## config.mk

```make
export PLATFORM = sky130hd
export DESIGN_NAME = cdc_hs_tx
export DESIGN_NICKNAME = d
export VERILOG_FILES = /design/src/rtl/cdc_hs_tx.sv
export SDC_FILE = /design/constraint.sdc
export NUM_CORES = 1
export LEC_CHECK = 0
export BUFFER_PORTS_ARGS = -buffer_cell sky130_fd_sc_hd__buf_2
export CORE_UTILIZATION = 39
export DETAILED_ROUTE_END_ITERATION = 16
export HOLD_SLACK_MARGIN = 0.02
export PLACE_DENSITY = 0.8
export SLEW_MARGIN = 20
export SYNTH_ARGS = -nofsm -noshare
export SYNTH_HDL_FRONTEND = slang
export SYNTH_SLANG_ARGS = --single-unit
```

## constraint.sdc

```tcl
create_clock -name clk_i -period 1.2 [get_ports clk_i]
set_clock_uncertainty 0.05 [all_clocks]
set_input_delay 0.12 -clock clk_i [delete_from_list [all_inputs] [get_ports clk_i]]
set_output_delay 0.12 -clock clk_i [all_outputs]
set_load 0.02 [all_outputs]
```

## src/rtl/cdc_hs_tx.sv

```systemverilog
// cdc_hs_tx: transmit (source-domain) end of a 4-phase req/ack CDC handshake.
// Captures one word per transfer, holds it on data_o while req_o is high, and
// synchronizes the remote ack_i through a SYNC_REGS-deep flop chain.
// Optional watchdog enabled by defining the macro CDC_HS_TX_TIMEOUT_EN; without
// it err_o is tied low and the FSM waits indefinitely for the destination.
module cdc_hs_tx #(
   parameter int DATA_W         = 8,
   parameter int SYNC_REGS      = 2,
   parameter int TIMEOUT_CYCLES = 1024
) (
   input  logic              clk_i,
   input  logic              rst_ni,
   input  logic              valid_i,
   input  logic [DATA_W-1:0] data_i,
   output logic              ready_o,
   output logic              req_o,
   output logic [DATA_W-1:0] data_o,
   input  logic              ack_i,
   output logic              done_o,
   output logic              err_o
);

   typedef enum logic [1:0] {
      IDLE = 2'd0,
      REQ  = 2'd1,
      DROP = 2'd2
   } state_t;

   // Reject illegal configurations at elaboration time.
   generate
      if (SYNC_REGS < 2 || TIMEOUT_CYCLES < 2) begin : g_param_check
         $error("cdc_hs_tx: SYNC_REGS and TIMEOUT_CYCLES must both be >= 2");
      end
   endgenerate

   state_t              state;
   state_t              state_next;
   logic [SYNC_REGS-1:0] ack_sync;
   logic                ack_s;
   logic                req_next;
   logic                done_next;
   logic                err_next;
   logic                load;

`ifdef CDC_HS_TX_TIMEOUT_EN
   localparam int CNT_W = $clog2(TIMEOUT_CYCLES);
   localparam logic [CNT_W-1:0] CNT_LAST = CNT_W'(TIMEOUT_CYCLES - 1);

   logic [CNT_W-1:0] cnt;
   logic [CNT_W-1:0] cnt_next;
   logic             abort;
   logic             abort_next;
   logic             expired;

   assign expired = (cnt == CNT_LAST);
`endif

   // ack_i is asynchronous; only the last stage of the chain is used.
   assign ack_s   = ack_sync[SYNC_REGS-1];
   assign ready_o = (state == IDLE);

   // Synchronizer chain for the remote acknowledge.
   always_ff @(posedge clk_i or negedge rst_ni) begin
      if (!rst_ni) begin
         ack_sync <= '0;
      end else begin
         ack_sync <= {ack_sync[SYNC_REGS-2:0], ack_i};
      end
   end

   // State register.
   always_ff @(posedge clk_i or negedge rst_ni) begin
      if (!rst_ni) begin
         state <= IDLE;
      end else begin
         state <= state_next;
      end
   end

   // Next-state logic: accept in IDLE, wait for ack high in REQ, ack low in DROP.
   always_comb begin
      state_next = state;
      case (state)
         IDLE: begin
            if (valid_i) state_next = REQ;
         end
         REQ: begin
            if (ack_s) begin
               state_next = DROP;
            end
`ifdef CDC_HS_TX_TIMEOUT_EN
            else if (expired) begin
               state_next = DROP;
            end
`endif
         end
         DROP: begin
            // Never leave DROP while the destination still holds ack.
            if (!ack_s) state_next = IDLE;
         end
         default: state_next = IDLE;
      endcase
   end

   // Output logic: next values for the registered req/done/err/data outputs.
   always_comb begin
      req_next   = req_o;
      done_next  = 1'b0;
      err_next   = 1'b0;
      load       = 1'b0;
`ifdef CDC_HS_TX_TIMEOUT_EN
      cnt_next   = cnt;
      abort_next = abort;
`endif
      case (state)
         IDLE: begin
            if (valid_i) begin
               load     = 1'b1;
               req_next = 1'b1;
`ifdef CDC_HS_TX_TIMEOUT_EN
               cnt_next = '0;
`endif
            end
         end
         REQ: begin
            if (ack_s) begin
               req_next = 1'b0;
`ifdef CDC_HS_TX_TIMEOUT_EN
               cnt_next = '0;
`endif
            end
`ifdef CDC_HS_TX_TIMEOUT_EN
            else if (expired) begin
               // Give up on the destination: withdraw req and remember the abort.
               req_next   = 1'b0;
               abort_next = 1'b1;
               err_next   = 1'b1;
               cnt_next   = '0;
            end else begin
               cnt_next = cnt + 1'b1;
            end
`endif
         end
         DROP: begin
            if (!ack_s) begin
`ifdef CDC_HS_TX_TIMEOUT_EN
               done_next  = !abort;
               abort_next = 1'b0;
`else
               done_next  = 1'b1;
`endif
            end
`ifdef CDC_HS_TX_TIMEOUT_EN
            else if (expired) begin
               // Ack stuck high: report periodically but keep waiting.
               err_next = 1'b1;
               cnt_next = '0;
            end else begin
               cnt_next = cnt + 1'b1;
            end
`endif
         end
         default: begin
            req_next = 1'b0;
         end
      endcase
   end

   // Registered outputs so req_o is glitch-free toward the other domain.
   always_ff @(posedge clk_i or negedge rst_ni) begin
      if (!rst_ni) begin
         req_o  <= 1'b0;
         done_o <= 1'b0;
         data_o <= '0;
      end else begin
         req_o  <= req_next;
         done_o <= done_next;
         if (load) data_o <= data_i;
      end
   end

`ifdef CDC_HS_TX_TIMEOUT_EN
   // Watchdog counter, abort flag and error pulse.
   always_ff @(posedge clk_i or negedge rst_ni) begin
      if (!rst_ni) begin
         cnt   <= '0;
         abort <= 1'b0;
         err_o <= 1'b0;
      end else begin
         cnt   <= cnt_next;
         abort <= abort_next;
         err_o <= err_next;
      end
   end
`else
   assign err_o = 1'b0;
   // err_next only carries information when the watchdog is built in.
   logic unused_err;
   assign unused_err = err_next;
`endif

endmodule

```

==> results of run 1 <==
## logic make-up after synthesis
| logic type | synth area share (%) |
|---|---|
| XOR/XNOR | 1.56 |
| flip-flops | 62.4 |
| buffers and inverters | 4.68 |
| AO/OA/AOI/OAI | 1.78 |
| other | 0.668 |
| multiplexers | 23.2 |
| AND/OR/NAND/NOR | 5.79 |
## how the worst max path moves through the flow
stage | start | to | slack [ns] | cells past startpoint
2_1_floorplan | state[1]$_DFFE_PN0P_ | data_o[0]$_DFFE_PN0P_ | -0.16 | 4
3_3_place_gp | state[1]$_DFFE_PN0P_ | data_o[6]$_DFFE_PN0P_ | -0.003 | 3
3_5_place_dp | state[1]$_DFFE_PN0P_ | data_o[1]$_DFFE_PN0P_ | -0.06 | 3
4_1_cts | state[0]$_DFFE_PN0P_ | data_o[0]$_DFFE_PN0P_ | -0.06 | 3
5_1_grt | state[1]$_DFFE_PN0P_ | data_o[0]$_DFFE_PN0P_ | -0.09 | 3
6_report | state[1]$_DFFE_PN0P_ | data_o[0]$_DFFE_PN0P_ | -0.06 | 3
## metal layers
metal  track usage, %  up-vias
li1                 -      183
met1             19.1      171
met2             25.8       15
met3             5.00        0
met4             5.17        0
met5                0        -
## stage by stage
stage          instance area (sq um)  std cells  hold WS [ns]
3_5_place_dp                     692         74       -0.0216
2_1_floorplan                    571         37        -0.226
5_1_grt                          785         84        0.0249
6_report                         785         84        0.0385
3_3_place_gp                     692         74       -0.0261
4_1_cts                          785         84        0.0222
## cells in the final DEF (no fill, tap or decap), drive strengths merged
cell,n
dlygate4sd3,7
a21oi,1
clkbuf,3
and2,1
xnor2,1
o21ai,1
conb,1
nor3,1
inv,2
mux2,8
mux2i,1
buf,24
dfrtp,14
nor2,3
nand3,1
## worst max-delay path, delay by kind of cell, from the launching register on
family        cells  cell delay, ns
simple gates      2            0.36
mux               1            0.32
flops             1            0.42
## registers in the layout, summed over array words and instances, names as in the netlist
name      flops
req_o         1
state         2
ack_sync      2
done_o        1
data_o        8
## what timing repair did
item	in CTS	in global routing
gates resized for setup	0	0
pin swaps	2	2
gates cloned	0	0
hold buffers	7	0
hold endpoints to repair	20	0
endpoints found under the setup margin	8	8
## layout make-up
type / instances / area share [%]
Sequential cell: 14 / 44.7
Timing Repair Buffer: 31 / 24.9
Tap cell: 15 / 2.39
Clock buffer: 3 / 2.87
Multi-Input combinational cell: 19 / 24.2
Inverter: 2 / 0.957
## power by group
group / internal [W] / switching (W)
Clock: 0.000116 / 0.000135
Combinational: 0.000508 / 0.000503
Sequential: 0.000670 / 0.000125
Total: 0.00129 / 0.000762
==> flow_summary.json, run 1 <==
{
  "status": "finished, violations left",
  "violations": "setup timing",
  "pre_cts_slack_ns": -0.0570,
  "async_flop_share_pct": 100,
  "fmax_mhz": 794,
  "peakVddDrop_mv": 1.20,
  "fin_util_pct": 59.5,
  "hold-path-cell-count": 2,
  "hpwl_um": 652,
  "clock_latency_ns": 0.27,
  "grt_antenna_before_repair": 0,
  "grt_max_degree": 15,
  "cts_buffer_depth": 2,
  "worstPathCellList": "nor2_4, and2_4, mux2_4",
  "crit_arrival_ns": 1.36,
  "wirelength_um": 941,
  "synth_ff_type": "dfrtp_1",
  "post-cts-setup-buffers": 0,
  "p_leak_nw": 0.403,
  "met1Wirelength_um": 437,
  "synth_nets": 49,
  "r2r_setup_slack_ns": -0.06,
  "startpoint_type": "flip-flop",
  "worstHoldPathType": "input pin to flip-flop",
  "max-cap-violations": 0,
  "drt_iter0_drc": 7,
  "core-area_sq_um": 1320,
  "start_util_pct": 42.6,
  "total_power_w": 0.00206,
  "die-height_um": 40.0,
  "wl_met2_um": 450,
  "die_area_sq_um": 1600,
  "r2r_end": "data_o[0]$_DFFE_PN0P_",
  "r2r_cells": 3,
  "place.gp.congestion": 0.726,
  "powerDensity_nw_per_um2": 2620,
  "fin_setup_tns_ns": -0.431,
  "dr_total_vias": 369,
  "syn_area_sq_um": 562,
  "cts-root-buf": "clkbuf_4",
  "post-route-min-period_ns": 1.26,
  "wl_met3_um": 53,
  "yosysWarnings": 0,
  "setup_viol": 8,
  "antenna_left": 0,
  "cts_tree": "yes",
  "hold-path-endpoint": "data_o[1]$_DFFE_PN0P_",
  "synth_common_cells": "dfrtp_1, mux2_4, inv_1, nor2_1",
  "final_layout_size_suffix_gt1_share_pct": 53.6,
  "yosysTopAreaCell": "dfrtp_1",
  "slowest_delay_ns": 0.42,
  "dr.pass1.iters": 2,
  "synth_area_per_cell_sq_um": 15.2,
  "gr-total-overflow": 0,
  "fillers": 108,
  "grt_setup_unrepaired": "true",
  "clock-sinks": 14,
  "multi_input_area_sq_um": 190,
  "die_width_um": 40.0,
  "crit_required_ns": 1.30,
  "diodes": 0,
  "critical_path.endpoint_type": "flip-flop",
  "grt_util_all_layers_pct": 15.6,
  "ios": 24,
  "grt_pass1_vias": 371,
  "slowest_stage": "dfrtp_1",
  "synth_top_area_share_pct": 62.4,
  "criticalPathCategory": "flip-flop to flip-flop",
  "drt_drc_violations_left": 0,
  "grt_pass1_wl_um": 1550,
  "reg2reg_from": "state[1]$_DFFE_PN0P_",
  "synthCells": 37,
  "nets": 83,
  "finalCritPeriodShare_pct": 105,
  "top_layer_used": "met3",
  "htree_levels": 1,
  "worstPathMaxFanout": 8,
  "synth-seq-area-share_pct": 62.4,
  "cts_made_buffers": 3,
  "min-delay-start": "data_i[1]",
  "io_buffers": 22,
  "ys_ff_latch": 14,
  "path_clk_slew_ns": 0.08,
  "worst_slack_ns": -0.0598,
  "yosysMostFrequentCell": "dfrtp_1",
  "rows": 13,
  "synth.distinct_cells": 15,
  "ys_top_cells_by_area": "dfrtp_1, mux2_4, buf_6, mux2i_1, and2_4",
  "regArea_sq_um": 350,
  "wl_per_cell_um": 11.2,
  "synth_edf_count": 0,
  "area_growth_pct": 39.6,
  "hold_violations": 0,
  "drv_slew": 0,
  "vias_per_cell": 4.39
}
No activity file was read; power rests on OpenSTA's default activity.
==> run 2, diff against run 1 <==
==> constraint.sdc (replaced) <==
create_clock -name clk_i -period 1.2 [get_ports clk_i]
set_clock_uncertainty 0.05 [all_clocks]
set_input_delay 0.24 -clock clk_i [delete_from_list [all_inputs] [get_ports clk_i]]
set_output_delay 0.24 -clock clk_i [all_outputs]
set_load 0.02 [all_outputs]
==> run 2 against run 1 <==
- via count down 5.4%
- cell count shrank 6.0%
- the flow still finishes with violations (setup timing)
- non-clock buffer count down 5
- highest routed layer unchanged
==> flow_summary.json, run 2 (same netlist as run 1, synthesis figures left out) <==
{
  "r2r_cells": 3,
  "r2r_end": "data_o[0]$_DFFE_PN0P_",
  "startpoint_type": "flip-flop",
  "gr-total-overflow": 0,
  "fin_setup_tns_ns": -0.474,
  "worstPathCellList": "nor2_4, and2_4, mux2_4",
  "setup_viol": 9,
  "die-height_um": 40.0,
  "critical_path.endpoint_type": "flip-flop",
  "cts_buffer_depth": 2,
  "drt_iter0_drc": 8,
  "violations": "setup timing",
  "htree_levels": 1,
  "grt_antenna_before_repair": 0,
  "top_register": "data_o",
  "cts-root-buf": "clkbuf_4",
  "dr.pass1.iters": 2,
  "dr_total_vias": 349,
  "wl_per_cell_um": 11.4,
  "dp_cells": 74,
  "mostFrequentLayoutCell": "buf_2",
  "path_clk_slew_ns": 0.08,
  "antenna_left": 0,
  "hold-path-cell-count": 2,
  "cts_tree": "yes",
  "grt_pass1_vias": 353,
  "max-cap-violations": 0,
  "diodes": 0,
  "crit_family": "flip-flops",
  "clock-sinks": 14,
  "drv_slew": 0,
  "worstHoldPathType": "input pin to flip-flop",
  "top_regs": "data_o x8, ack_sync x2, state x2",
  "post-cts-setup-buffers": 0,
  "total_power_w": 0.00206,
  "worstPathMaxFanout": 8,
  "cp_num_buf_inv": 0,
  "reg2reg_from": "state[1]$_DFFE_PN0P_",
  "grt_util_all_layers_pct": 15.0,
  "hpwl_um": 652,
  "crit_required_ns": 1.31,
  "grt_pass1_wl_um": 1460,
  "layoutNonFillerInstCount": 79,
  "area_growth_pct": 31.2,
  "r2r_setup_slack_ns": -0.06,
  "peakVddDrop_mv": 1.19,
  "largest_register_ffs": 8,
  "final_layout_size_suffix_gt1_share_pct": 57.8,
  "worst_slack_ns": -0.0599,
  "hold_violations": 0,
  "nets": 78,
  "status": "finished, violations left",
  "grt_setup_unrepaired": "true",
  "powerDensity_nw_per_um2": 2790,
  "crit_arrival_ns": 1.37,
  "clock_latency_ns": 0.27,
  "post-route-min-period_ns": 1.26,
  "wirelength_um": 900,
  "cts_made_buffers": 3,
  "core-area_sq_um": 1320,
  "vias_per_cell": 4.42,
  "criticalPathCategory": "flip-flop to flip-flop",
  "fin_util_pct": 55.9,
  "place.gp.congestion": 0.726,
  "fmax_mhz": 794,
  "rows": 13,
  "die_area_sq_um": 1600,
  "drt_drc_violations_left": 0,
  "slowest_stage": "dfrtp_1",
  "mostFrequentLayoutCells": "buf_2, dfrtp_1, mux2_4, clkbuf_4, buf_4",
  "io_buffers": 22,
  "fillers": 114,
  "finalCritPeriodShare_pct": 105,
  "slowest_delay_ns": 0.42,
  "start_util_pct": 42.6,
  "grt_max_degree": 15,
  "ios": 24,
  "hold-path-endpoint": "data_o[7]$_DFFE_PN0P_",
  "die_width_um": 40.0,
  "min-delay-start": "data_i[7]",
  "p_leak_nw": 0.383
}
==> run 2: where the power goes <==
part	switching, W	internal, W	total [W]
Clock	0.000139	0.000116	0.000255
Sequential	0.000123	0.000670	0.000793
Combinational	0.000499	0.000510	0.00101
Total	0.000760	0.00130	0.00206
==> run 2: timing repair <==
action | 4_1_cts | 5_1_grt
hold endpoints to repair | 15 | 0
pin swaps | 2 | 2
gates resized for setup | 1 | 0
endpoints found under the setup margin | 9 | 9
hold buffers | 2 | 0
==> run 2: worst max-delay path by stage <==
stage / startpoint / endpoint / slack, ns / depth (start not counted)
global route: state[1]$_DFFE_PN0P_ / data_o[0]$_DFFE_PN0P_ / -0.1 / 3
global placement: state[1]$_DFFE_PN0P_ / data_o[6]$_DFFE_PN0P_ / -0.003 / 3
CTS: state[0]$_DFFE_PN0P_ / data_o[0]$_DFFE_PN0P_ / -0.06 / 3
floorplan: state[1]$_DFFE_PN0P_ / data_o[0]$_DFFE_PN0P_ / -0.16 / 4
finish: state[1]$_DFFE_PN0P_ / data_o[0]$_DFFE_PN0P_ / -0.06 / 3
detailed placement: state[1]$_DFFE_PN0P_ / data_o[1]$_DFFE_PN0P_ / -0.06 / 3
==> run 2: cell type report <==
type / count / area (sq um) / area share (%)
inverters: 2 / 7.51 / 1.02
well taps: 15 / 18.8 / 2.55
flip-flops and latches: 14 / 350 / 47.5
multi-input cells: 19 / 190 / 25.8
repair buffers: 26 / 148 / 20.0
clock buffers: 3 / 22.5 / 3.06
==> run 2: worst register-to-register path, stage by stage, from the launching register on <==
cell	delay, ns
dfrtp_1	0.42
nor2_4	0.12
and2_4	0.24
mux2_4	0.32
==> run 2: metal layers <==
| metal | global-route usage, % | share of wire, % | vias to the layer above |
|---|---|---|---|
| met5 | 0 | 0 | - |
| met2 | 23.8 | 48 | 15 |
| li1 | - | - | 173 |
| met1 | 18.0 | 46 | 161 |
| met4 | 7.76 | 0 | 0 |
| met3 | 5.00 | 6.2 | 0 |
==> run 2: through the flow <==
| stage | setup slack, ns | hold slack [ns] | instance area (sq um) |
|---|---|---|---|
| floorplan | -0.163 | -0.106 | 571 |
| global route | -0.0958 | 0.127 | 737 |
| finish | -0.0599 | 0.142 | 737 |
| detailed placement | -0.0570 | 0.0984 | 692 |
| CTS | -0.0647 | 0.135 | 737 |
| global placement | -0.00280 | 0.0939 | 692 |
==> run 3, diff against run 2 <==
- REMOVE_ABC_BUFFERS: unset -> 1
==> run 3 against run 2 <==
- the flow still finishes with violations (setup timing)
- worst setup slack worse by 0.057 ns
- fmax down 4.3%
- via count up 8.0%
- first-iteration DRC count unchanged
- cell count up 3.8%
- combinational power up 7%
- critical path depth unchanged
- global-route usage down 1.3 points
- critical endpoint is now ready_o
==> flow_summary.json, run 3 (same netlist as run 1, synthesis figures left out) <==
{
  "antenna_left": 0,
  "rows": 13,
  "startpoint": "state[0]$_DFFE_PN0P_",
  "violations": "setup timing",
  "wirelength_um": 1050,
  "reg2reg_from": "state[0]$_DFFE_PN0P_",
  "mostFrequentLayoutCells": "buf_2, dfrtp_1, mux2_4, buf_4, clkbuf_4",
  "fin_util_pct": 58.0,
  "die-height_um": 40.0,
  "dr_total_vias": 377,
  "criticalPathCategory": "flip-flop to output pin",
  "cts_tree": "yes",
  "cts_buffer_depth": 2,
  "start_util_pct": 42.6,
  "grt_pass1_vias": 330,
  "largest_register_ffs": 8,
  "dr.pass1.iters": 4,
  "finalCritPeriodShare_pct": 110,
  "post-route-min-period_ns": 1.32,
  "layoutNonFillerInstCount": 82,
  "mostFrequentLayoutCell": "buf_2",
  "die_width_um": 40.0,
  "hpwl_um": 733,
  "grt_setup_unrepaired": "true",
  "path_clk_slew_ns": 0.08,
  "io_buffers": 22,
  "hold_slack_ns": 0.143,
  "drt_iter0_drc": 8,
  "core-area_sq_um": 1320,
  "cts-root-buf": "clkbuf_4",
  "r2r_setup_slack_ns": -0.06,
  "gr-total-overflow": 0,
  "diodes": 0,
  "placed_area_sq_um": 694,
  "clock-sinks": 14,
  "grt_pass1_wl_um": 1350,
  "worstHoldPathType": "input pin to flip-flop",
  "p_leak_nw": 0.399,
  "grt_max_degree": 15,
  "max-cap-violations": 0,
  "r2r_cells": 3,
  "r2r_end": "data_o[6]$_DFFE_PN0P_",
  "postLayoutCellArea_sq_um": 764,
  "startpoint_type": "flip-flop",
  "nets": 80,
  "total_power_w": 0.00220,
  "crit_arrival_ns": 1.03,
  "grt_util_all_layers_pct": 13.7,
  "top_layer_used": "met4",
  "peakVddDrop_mv": 1.27,
  "crit_required_ns": 0.91,
  "ios": 24,
  "dp_cells": 75,
  "status": "finished, violations left",
  "final_layout_size_suffix_gt1_share_pct": 59.7,
  "drv_slew": 0,
  "endpoint": "ready_o",
  "fmax_mhz": 759,
  "area_growth_pct": 36.1,
  "drt_drc_violations_left": 0,
  "wl_per_cell_um": 12.8,
  "place.gp.congestion": 0.671,
  "grt_antenna_before_repair": 0,
  "worst_slack_ns": -0.117,
  "critical_path.endpoint_type": "output pin",
  "worstPathMaxFanout": 2,
  "top_register": "data_o",
  "wl_met3_um": 66,
  "die_area_sq_um": 1600,
  "powerDensity_nw_per_um2": 2880,
  "clock_latency_ns": 0.27,
  "wl_met2_um": 516,
  "setup_viol": 9,
  "vias_per_cell": 4.60,
  "hold_violations": 0,
  "cts_made_buffers": 3,
  "met1Wirelength_um": 442,
  "top_regs": "data_o x8, ack_sync x2, state x2",
  "htree_levels": 1
}
[run 3: cell types whose count changed in the layout (fill, tap and decap cells not counted)]
cell	change
clkbuf_8	+1
buf_4	+1
nor2_2	+1
buf_6	+1
nor2_4	-1
[run 3: layer usage]
layer  up-vias  track usage, %
met5         -               0
met4         0            7.76
met3         2            3.89
met2        14            23.0
met1       181            15.5
li1        180               -
[run 3: final cells by class]
class / instances / area [sq um]
inverter: 2 / 7.51
clock buffer: 4 / 36.3
multi-input combinational: 19 / 185
sequential: 14 / 350
fill: 108 / 553
timing repair buffer: 28 / 166
tap: 15 / 18.8
[run 3: worst min-delay path by stage]
| stage | startpoint | to | slack, ns | cells past startpoint |
|---|---|---|---|---|
| 6_report | data_i[4] | data_o[4]$_DFFE_PN0P_ | 0.14 | 2 |
| 5_1_grt | data_i[4] | data_o[4]$_DFFE_PN0P_ | 0.13 | 2 |
| 4_1_cts | data_i[4] | data_o[4]$_DFFE_PN0P_ | 0.13 | 2 |
| 3_5_place_dp | rst_ni | data_o[3]$_DFFE_PN0P_ | 0.10 | 1 |
| 3_3_place_gp | rst_ni | data_o[1]$_DFFE_PN0P_ | 0.09 | 1 |
| 2_1_floorplan | rst_ni | ack_sync[0]$_DFF_PN0_ | -0.11 | 0 |
[run 3: through the flow]
stage	setup slack [ns]	TNS [ns]
after floorplan	-0.220	-1.76
after global placement	0.0000602	0
after detailed placement	-0.0503	-0.324
after CTS	-0.118	-0.504
after global routing	-0.148	-0.686
final	-0.117	-0.544
[run 3: critical path, stage by stage, from the launching register on]
cell,delay (ns)
dfrtp_1,0.39
nor2_2,0.14
buf_4,0.12
buf_6,0.10
[run 3: repair_timing]
| action | in CTS | in global routing |
|---|---|---|
| buffers inserted | 0 | 1 |
| pin swaps | 1 | 0 |
| resized for setup | 2 | 0 |
| hold endpoints to repair | 15 | 0 |
| endpoints found under the setup margin | 9 | 9 |
| hold buffers | 2 | 0 |
[run 3: power breakdown]
group / leakage, nW / internal (W) / switching, W
registers: 0.167 / 0.000670 / 0.000119
logic: 0.211 / 0.000561 / 0.000519
clock network: 0.0210 / 0.000184 / 0.000146
